==> src/rtl/ecc_pkg.sv <==
// ecc_pkg: shared SECDED sizing helpers and word status encoding
// for the decoder pipeline and the syndrome calculator.
package ecc_pkg;

    typedef enum logic [1:0] {
        ECC_CLEAN,
        ECC_CORR,
        ECC_PAR_CORR,
        ECC_UNCORR
    } ecc_status_e;

    function automatic int calc_parity_bits(input int data_width);
        int p;
        p = 1;
        while ((1 << p) < data_width + p + 1) begin
            p++;
        end
        return p;
    endfunction

    function automatic int code_width(input int data_width);
        return data_width + calc_parity_bits(data_width) + 1;
    endfunction

    // Power-of-two Hamming positions hold parity; data fills the rest.
    function automatic int data_position(input int index);
        int pos;
        int seen;
        pos  = 0;
        seen = -1;
        while (seen < index) begin
            pos++;
            if ((pos & (pos - 1)) != 0) begin
                seen++;
            end
        end
        return pos - 1;
    endfunction

endpackage

==> src/rtl/ecc_syndrome_calc.sv <==
// ecc_syndrome_calc: combinational Hamming syndrome and overall parity
// of a SECDED code word; shared with the encoder self-check.
module ecc_syndrome_calc
    import ecc_pkg::*;
#(
    parameter int CODE_WIDTH  = 22,
    parameter int PARITY_BITS = 5
) (
    input  logic [CODE_WIDTH-1:0]  code_i,
    output logic [PARITY_BITS-1:0] syndrome_o,
    output logic                   parity_o
);

    // XOR of the positions of all set bits equals the per-bit syndrome.
    always_comb begin
        syndrome_o = '0;
        for (int i = 0; i < CODE_WIDTH - 1; i++) begin
            if (code_i[i]) begin
                syndrome_o = syndrome_o ^ PARITY_BITS'(i + 1);
            end
        end
    end

    assign parity_o = ^code_i;

endmodule

==> src/rtl/ecc_secded_decoder.sv <==
// ecc_secded_decoder: 2-stage SECDED decoder with valid/ready flow,
// error flags, saturating error counters and a bypass mode.
module ecc_secded_decoder
    import ecc_pkg::*;
#(
    parameter int  DATA_WIDTH  = 16,
    parameter int  CNT_WIDTH   = 8,
    localparam int PARITY_BITS = calc_parity_bits(DATA_WIDTH),
    localparam int CODE_WIDTH  = code_width(DATA_WIDTH)
) (
    input  logic                  clk,
    input  logic                  rstb,
    input  logic                  ecc_en,
    input  logic                  in_valid,
    output logic                  in_ready,
    input  logic [CODE_WIDTH-1:0] in_code,
    output logic                  out_valid,
    input  logic                  out_ready,
    output logic [DATA_WIDTH-1:0] out_data,
    output logic                  err_corr,
    output logic                  err_uncorr,
    output logic [CNT_WIDTH-1:0]  corr_count,
    output logic [CNT_WIDTH-1:0]  uncorr_count,
    input  logic                  cnt_clr
);

    logic [PARITY_BITS-1:0] syn_d;
    logic                   par_d;
    logic [DATA_WIDTH-1:0]  raw_d;

    logic                   s1_valid_q;
    logic [DATA_WIDTH-1:0]  s1_data_q;
    logic [PARITY_BITS-1:0] s1_syn_q;
    logic                   s1_par_q;
    logic                   s1_en_q;

    logic                   s2_valid_q;
    logic [DATA_WIDTH-1:0]  data_q, data_d;
    logic                   corr_q, corr_d;
    logic                   uncorr_q, uncorr_d;
    logic [CNT_WIDTH-1:0]   corr_cnt_q, corr_cnt_d;
    logic [CNT_WIDTH-1:0]   uncorr_cnt_q, uncorr_cnt_d;

    ecc_status_e status;
    logic        in_fire;
    logic        s1_advance;
    logic        s2_load;
    logic        out_fire;

    ecc_syndrome_calc #(
        .CODE_WIDTH  (CODE_WIDTH),
        .PARITY_BITS (PARITY_BITS)
    ) u_syn (
        .code_i     (in_code),
        .syndrome_o (syn_d),
        .parity_o   (par_d)
    );

    assign out_fire   = s2_valid_q && out_ready;
    assign s2_load    = !s2_valid_q || out_ready;
    assign s1_advance = s1_valid_q && s2_load;
    assign in_ready   = !s1_valid_q || s1_advance;
    assign in_fire    = in_valid && in_ready;

    for (genvar g = 0; g < DATA_WIDTH; g++) begin : g_data
        localparam int POS = data_position(g);
        assign raw_d[g]  = in_code[POS];
        assign data_d[g] = s1_data_q[g]
                         ^ ((status == ECC_CORR)
                         && (s1_syn_q == PARITY_BITS'(POS + 1)));
    end

    always_ff @(posedge clk or negedge rstb) begin
        if (!rstb) begin
            s1_valid_q <= 1'b0;
            s1_data_q  <= '0;
            s1_syn_q   <= '0;
            s1_par_q   <= 1'b0;
            s1_en_q    <= 1'b0;
        end else begin
            if (in_ready) begin
                s1_valid_q <= in_valid;
            end
            if (in_fire) begin
                s1_data_q <= raw_d;
                s1_syn_q  <= syn_d;
                s1_par_q  <= par_d;
                s1_en_q   <= ecc_en;
            end
        end
    end

    // A syndrome beyond the last position is treated as uncorrectable.
    always_comb begin
        status = ECC_CLEAN;
        if (s1_en_q) begin
            unique case (1'b1)
                (s1_syn_q == '0 && !s1_par_q): status = ECC_CLEAN;
                (s1_syn_q == '0 && s1_par_q):  status = ECC_PAR_CORR;
                (s1_syn_q != '0 && s1_par_q
                 && s1_syn_q <= PARITY_BITS'(CODE_WIDTH - 1)):
                    status = ECC_CORR;
                default: status = ECC_UNCORR;
            endcase
        end
    end

    assign corr_d   = (status == ECC_CORR) || (status == ECC_PAR_CORR);
    assign uncorr_d = (status == ECC_UNCORR);

    always_ff @(posedge clk or negedge rstb) begin
        if (!rstb) begin
            s2_valid_q <= 1'b0;
            data_q     <= '0;
            corr_q     <= 1'b0;
            uncorr_q   <= 1'b0;
        end else if (s2_load) begin
            s2_valid_q <= s1_valid_q;
            if (s1_valid_q) begin
                data_q   <= data_d;
                corr_q   <= corr_d;
                uncorr_q <= uncorr_d;
            end
        end
    end

    always_comb begin
        corr_cnt_d   = corr_cnt_q;
        uncorr_cnt_d = uncorr_cnt_q;
        if (cnt_clr) begin
            corr_cnt_d   = '0;
            uncorr_cnt_d = '0;
        end else if (out_fire) begin
            if (corr_q && corr_cnt_q != '1) begin
                corr_cnt_d = corr_cnt_q + CNT_WIDTH'(1);
            end
            if (uncorr_q && uncorr_cnt_q != '1) begin
                uncorr_cnt_d = uncorr_cnt_q + CNT_WIDTH'(1);
            end
        end
    end

    always_ff @(posedge clk or negedge rstb) begin
        if (!rstb) begin
            corr_cnt_q   <= '0;
            uncorr_cnt_q <= '0;
        end else begin
            corr_cnt_q   <= corr_cnt_d;
            uncorr_cnt_q <= uncorr_cnt_d;
        end
    end

    assign out_valid    = s2_valid_q;
    assign out_data     = data_q;
    assign err_corr     = corr_q;
    assign err_uncorr   = uncorr_q;
    assign corr_count   = corr_cnt_q;
    assign uncorr_count = uncorr_cnt_q;

endmodule

==> config.mk <==
export PLATFORM = sky130hd
export DESIGN_NAME = ecc_secded_decoder
export DESIGN_NICKNAME = d
export VERILOG_FILES = /design/src/rtl/ecc_pkg.sv /design/src/rtl/ecc_syndrome_calc.sv /design/src/rtl/ecc_secded_decoder.sv
export SDC_FILE = /design/constraint.sdc
export NUM_CORES = 1
export LEC_CHECK = 0
export CAP_MARGIN = 10
export CORE_ASPECT_RATIO = 1.25
export CORE_MARGIN = 1
export CORE_UTILIZATION = 40
export DETAILED_ROUTE_END_ITERATION = 6
export PLACE_DENSITY_LB_ADDON = 0.1
export SLEW_MARGIN = 30
export SYNTH_ARGS = -nofsm -noshare
export SYNTH_HDL_FRONTEND = slang
export SYNTH_SLANG_ARGS = --single-unit
==> constraint.sdc <==
create_clock -name clk -period 2.7 [get_ports clk]
set_input_delay 0.81 -clock clk [delete_from_list [all_inputs] [get_ports clk]]
set_output_delay 0.81 -clock clk [all_outputs]
set_load 0.005 [all_outputs]
==> flow_summary.yaml, run 1 <==
grt:
  grt_overflow: 0
  gr-usage-all-layers_pct: 17.5
  grt_pass1_wl_um: 10600
  antenna_found_initial: 0
  first_global_vias: 2279
  grt_max_degree: 36
placement:
  dp.cells: 453
  port_buffers: 63
  place_congestion: 0.799
  post-dp-hpwl_um: 4840
  place_ws_ps: -22.2
hold_path:
  hold_path_class: "input port to asynchronous set/reset pin"
clocking:
  cts_made_buffers: 9
  cts_buffer_depth: 2
  clk_latency_ps: 320
  numClockSinks: 59
  cts_tree: "built"
  cts_root_buffer: "clkbuf_8"
  path_clk_slew_ps: 70
  cts_hold_buf: 0
  cts.htree.levels: 3
timing:
  final.period_utilization_pct: 93.6
  setup_slack_ps: 174
  rsz0062_at_grt: "false"
  drv_slew: 0
  worst_pin_slew_ps: 632
  slew_headroom_pct: 57.7
  clock_skew_ps: 9.43
  timing.hold.ws_ps: 442
  finalSetupViolations: 0
  fin_crit_ps: 2530
  tns_ps: 0
  hold_violations: 0
  fmax_mhz: 396
worst_setup_path:
  cp_max_fo: 3
  cp-end-kind: "register"
  worstPathRequired_ps: 2940
  cp.buffers_inverters: 0
  crit_type: "register to register"
  critical_path.top_delay_family: "simple AND/OR/NAND/NOR gates"
  rrSetupSlack_ps: 170
  cpPeakStageDelay_ps: 570
  path_cells: "or4_1 > xor2_1 > o211ai_1 > ha_1 > nand2b_1 > nor3b_1 > nand3_1 > xor2_1 > o21ai_0"
  worstReg2RegStart: "s1_syn_q[1]$_DFFE_PN0P_"
  reg2reg_depth: 9
  worst_setup_path_start_kind: "register"
  critPathArrivalTime_ps: 2770
  path_common_cell: "xor2_1"
  critical-path-slowest-cell: "or4_1"
  r2r_end: "out_data[9]$_DFFE_PN0P_"
yosys:
  avgSynthCellArea_sq_um: 10.6
  ys.flop_type: "dfrtp_1"
  ys_seq_elements: 59
  synth.area.top_cells: "dfrtp_1, xnor2_1, xor2_1"
  yosysMostFrequentCell: "dfrtp_1"
  synthCells: 292
  yosysTopAreaCell: "dfrtp_1"
  syn_nets: 324
  synth_seq_area_share_pct: 47.8
  ys_top_cells_by_count: "dfrtp_1, nand2_1, xnor2_1"
  synth_top_area_share_pct: 47.8
  syn_area_sq_um: 3090
  synth.distinct_cells: 34
  synth-async-reset-ratio_pct: 100
  synth_edf_count: 0
  ys_warn_count: 0
status:
  status: "finished, final reports clean"
routing:
  drtIter0Drc: 103
  ant_nets: 0
  via_count: 2316
  drt_wl_total_um: 6330
  via_per_inst: 4.95
  drt_pass1_iterations: 4
  wire_per_inst_um: 13.5
  drc: 0
pwr:
  cellPowerDensity_nw_per_um2: 667
  peakVddDrop_mv: 0.271
  p_leak_nw: 1.68
  power.total_mw: 2.74
cells_and_area:
  nets: 404
  drive_above_1_share_pct: 14.6
  diodes: 0
  layoutNonFillerInstCount: 468
  area_growth_pct: 32.9
die:
  ios: 64
  die_area_sq_um: 8090
  die_w_um: 80.6
  coreArea_sq_um: 7440
  rows: 35
  fp.dieH_um: 100
  initial_core_util_pct: 41.5
flow_run:
  maxCapViolCount: 0
[state kept, by name, summed over array words and instances, names as in the netlist]
signal and flops:
err_uncorr 1, uncorr_count 8, corr_count 8, s1_data_q 16, err_corr 1, s1_syn_q 5, s1_en_q 1, s1_par_q 1
out_valid 1, out_data 16, s1_valid_q 1
[how the worst max path moves through the flow]
stage	start	end	depth (start not counted)
6_report	s1_syn_q[1]$_DFFE_PN0P_	out_data[9]$_DFFE_PN0P_	9
5_1_grt	s1_syn_q[1]$_DFFE_PN0P_	out_data[8]$_DFFE_PN0P_	9
4_1_cts	s1_syn_q[1]$_DFFE_PN0P_	out_data[8]$_DFFE_PN0P_	9
3_5_place_dp	in_code[14]	s1_par_q$_DFFE_PN0P_	6
3_3_place_gp	out_ready	in_ready	3
2_1_floorplan	s1_syn_q[2]$_DFFE_PN0P_	out_data[8]$_DFFE_PN0P_	10
[report_power, final]
group	internal, mW	switching, mW
clock	0.401	0.321
combinational	0.488	0.377
sequential	1.04	0.114
total	1.93	0.812
[metrics by stage]
stage,area [sq um],utilization [%]
global placement,3930,52.8
detailed placement,3930,52.8
floorplan,3090,-
CTS,4110,55.2
global route,4110,55.2
finish,4110,55.2
[cell usage in the layout (no fill, tap or decap), types with 4 or more instances in the layout]
master and instances:
a21oi_1 4, buf_4 16, clkbuf_8 12, clkdlybuf4s50_1 61, dfrtp_1 59, ha_1 4
mux2_2 19, nand2_1 38, nand2b_1 6, nand3_1 11, nor2_1 15, nor3_1 6
o21ai_0 24, or3_1 4, xnor2_1 34, xor2_1 26
[per-layer routing]
metal / GRT usage (%) / part of all wire (%) / vias up / routed length, um
met3: 4.00 / 4.3 / 6 / 274
met2: 29.3 / 51 / 61 / 3230
met1: 21.3 / 43 / 1109 / 2750
li1: - / - / 1140 / -
met5: 0 / 0 / - / 0
met4: 7.42 / 1.2 / 0 / 79
[final cells by class]
type                       count  area, sq um
clock buffer                  13          169
clock inverter                 2         10.0
fill                         730         3340
inverter                       2         7.51
multi-input combinational    220         1570
sequential                    59         1480
tap                           92          115
timing repair buffer          80          764
[cell families (layout without fill, tap and decap cells)]
group,count (synthesis),in the layout,share of synthesized area (%)
flops,59,59,47.8
xor+xnor,65,65,20.4
simple gates,97,97,15.1
buf+inv,13,97,1.58
mux,21,21,7.57
compound gates,33,33,5.99
fa+ha+maj,4,4,1.62
[repair_timing]
item                                    in CTS  in global routing
setup buffers                                0                  0
endpoints found under the setup margin       1                  0
gates resized for setup                      1                  0
hold endpoints to repair                     0                  0
No activity file was read; power rests on OpenSTA's default activity.
==> inputs of run 2 (changes only) <==
--- a/config.mk
+++ b/config.mk
@@ -7,7 +7,7 @@
 export LEC_CHECK = 0
 export CAP_MARGIN = 10
 export CORE_ASPECT_RATIO = 1.25
-export CORE_MARGIN = 1
+export CORE_MARGIN = 3
 export CORE_UTILIZATION = 40
 export DETAILED_ROUTE_END_ITERATION = 6
 export PLACE_DENSITY_LB_ADDON = 0.1
==> flow_summary.yaml, run 2 (same netlist as run 1, synthesis figures left out) <==
grt:
  grt_use_met1_pct: 19.0
  grtUsageMet2_pct: 26.5
  gr-usage-all-layers_pct: 15.7
  grt_max_degree: 36
  grt_pass1_wl_um: 11100
  met3_usage_pct: 3.88
  first_global_vias: 2307
  antenna_found_initial: 0
  grt_overflow: 0
  top_usage_layer: "met2"
cells_and_area:
  diodes: 0
  drive_above_1_share_pct: 15.9
  fin_util_pct: 56.1
  fin_area_sq_um: 4180
  layoutNonFillerInstCount: 469
  nets: 404
  fill_cells: 696
  area_growth_pct: 35.0
  layout_common_cells: "clkdlybuf4s50_1, dfrtp_1, nand2_1"
  mostFrequentLayoutCell: "clkdlybuf4s50_1"
worst_setup_path:
  worstReg2RegStart: "s1_syn_q[1]$_DFFE_PN0P_"
  cp-end-kind: "register"
  crit_type: "register to register"
  critPathArrivalTime_ps: 2720
  cp_max_fo: 3
  reg2reg_depth: 9
  cp-endpoint: "out_data[8]$_DFFE_PN0P_"
  worst_setup_path_start_kind: "register"
  worstPathRequired_ps: 2940
  cp-startpoint: "s1_syn_q[1]$_DFFE_PN0P_"
  r2r_end: "out_data[8]$_DFFE_PN0P_"
  path_common_cell: "xor2_1"
  cp.depth: 9
  cpPeakStageDelay_ps: 580
  critical_path.top_delay_family: "simple AND/OR/NAND/NOR gates"
  cp.buffers_inverters: 0
  rrSetupSlack_ps: 220
  critical-path-slowest-cell: "or4_1"
  path_cells: "or4_1 > xor2_1 > o211ai_1 > ha_2 > nand2b_1 > nor3b_2 > nand3_1 > xor2_1 > o21ai_0"
placement:
  port_buffers: 63
  dp.cells: 453
  placed_area_sq_um: 3930
  post-dp-hpwl_um: 4970
  place_congestion: 0.759
clocking:
  cts_hold_buf: 0
  cts_buffer_depth: 2
  cts_made_buffers: 9
  path_clk_slew_ps: 70
  cts_setup_buffers: 0
  cts.htree.levels: 3
  clk_latency_ps: 330
  numClockSinks: 59
  cts_root_buffer: "clkbuf_8"
  cts_tree: "built"
routing:
  ant_nets: 0
  via_count: 2292
  drt_pass1_iterations: 4
  drc: 0
  via_per_inst: 4.89
  wire_per_inst_um: 13.7
  drtIter0Drc: 68
  drt_wl_total_um: 6420
flow_run:
  maxCapViolCount: 0
pwr:
  p_leak_nw: 1.70
  cellPowerDensity_nw_per_um2: 703
  power.total_mw: 2.94
  peakVddDrop_mv: 0.374
die:
  fp.dieH_um: 104
  rows: 35
  ios: 64
  coreArea_sq_um: 7440
  die_area_sq_um: 8830
  die_w_um: 84.6
  initial_core_util_pct: 41.5
status:
  status: "finished, final reports clean"
timing:
  final.period_utilization_pct: 91.9
  finalSetupViolations: 0
  drv_slew: 0
  slew_headroom_pct: 59.0
  fin_crit_ps: 2480
  tns_ps: 0
  hold_violations: 0
  rsz0062_at_grt: "true"
  clock_skew_ps: 10.0
  worst_pin_slew_ps: 613
  fmax_mhz: 403
hold_path:
  hold_path_class: "input port to asynchronous set/reset pin"
run 2: worst min path at each step:
| stage | startpoint | to | slack (ps) |
|---|---|---|---|
| 5_1_grt | rstb | out_data[1]$_DFFE_PN0P_ | 430 |
| 3_5_place_dp | out_data[5]$_DFFE_PN0P_ | out_data[5]$_DFFE_PN0P_ | 470 |
| 4_1_cts | rstb | uncorr_count[2]$_DFFE_PN0P_ | 420 |
| 3_3_place_gp | out_data[5]$_DFFE_PN0P_ | out_data[5]$_DFFE_PN0P_ | 460 |
| 2_1_floorplan | s1_valid_q$_DFFE_PN0N_ | out_valid$_DFFE_PN0P_ | 470 |
| 6_report | rstb | uncorr_count[0]$_DFFE_PN0P_ | 420 |
run 2: layout make-up:
| type | count | area [sq um] | area share, % |
|---|---|---|---|
| well taps | 92 | 115 | 2.76 |
| multi-input cells | 220 | 1580 | 37.9 |
| clock buffers | 12 | 155 | 3.72 |
| inverters | 2 | 7.51 | 0.180 |
| repair buffers | 80 | 764 | 18.3 |
| flip-flops and latches | 59 | 1480 | 35.4 |
| clock inverters | 4 | 72.6 | 1.74 |
run 2: layer usage:
layer | wire length, um | part of all wire (%)
met1 | 2700 | 42
met3 | 348 | 5.4
met4 | 63 | 0.98
met2 | 3310 | 52
met5 | 0 | 0
run 2: through the flow:
step / hold slack (ps) / setup slack [ps]
6_report: 416 / 218
5_1_grt: 428 / -14.4
4_1_cts: 416 / 45.9
3_5_place_dp: 474 / -28.5
3_3_place_gp: 462 / -20.0
2_1_floorplan: 471 / 332
run 2: power breakdown:
| group | leakage, nW | internal [mW] | switching, mW | total (mW) |
|---|---|---|---|---|
| clock network | 0.113 | 0.569 | 0.334 | 0.903 |
| registers | 0.737 | 1.04 | 0.117 | 1.16 |
| logic | 0.846 | 0.492 | 0.385 | 0.877 |
| total | 1.70 | 2.10 | 0.836 | 2.94 |
run 2: worst reg2reg max path, stage by stage (launching register included):
cell	delay [ps]
dfrtp_1	380
or4_1	580
xor2_1	170
o211ai_1	210
ha_2	240
nand2b_1	120
nor3b_2	260
nand3_1	120
xor2_1	150
o21ai_0	170
run 2: what timing repair did:
action                     4_1_cts  5_1_grt
resized for setup                1        4
hold endpoints to repair         0        0
setup endpoints to repair        1        8
pin swaps                        0        1
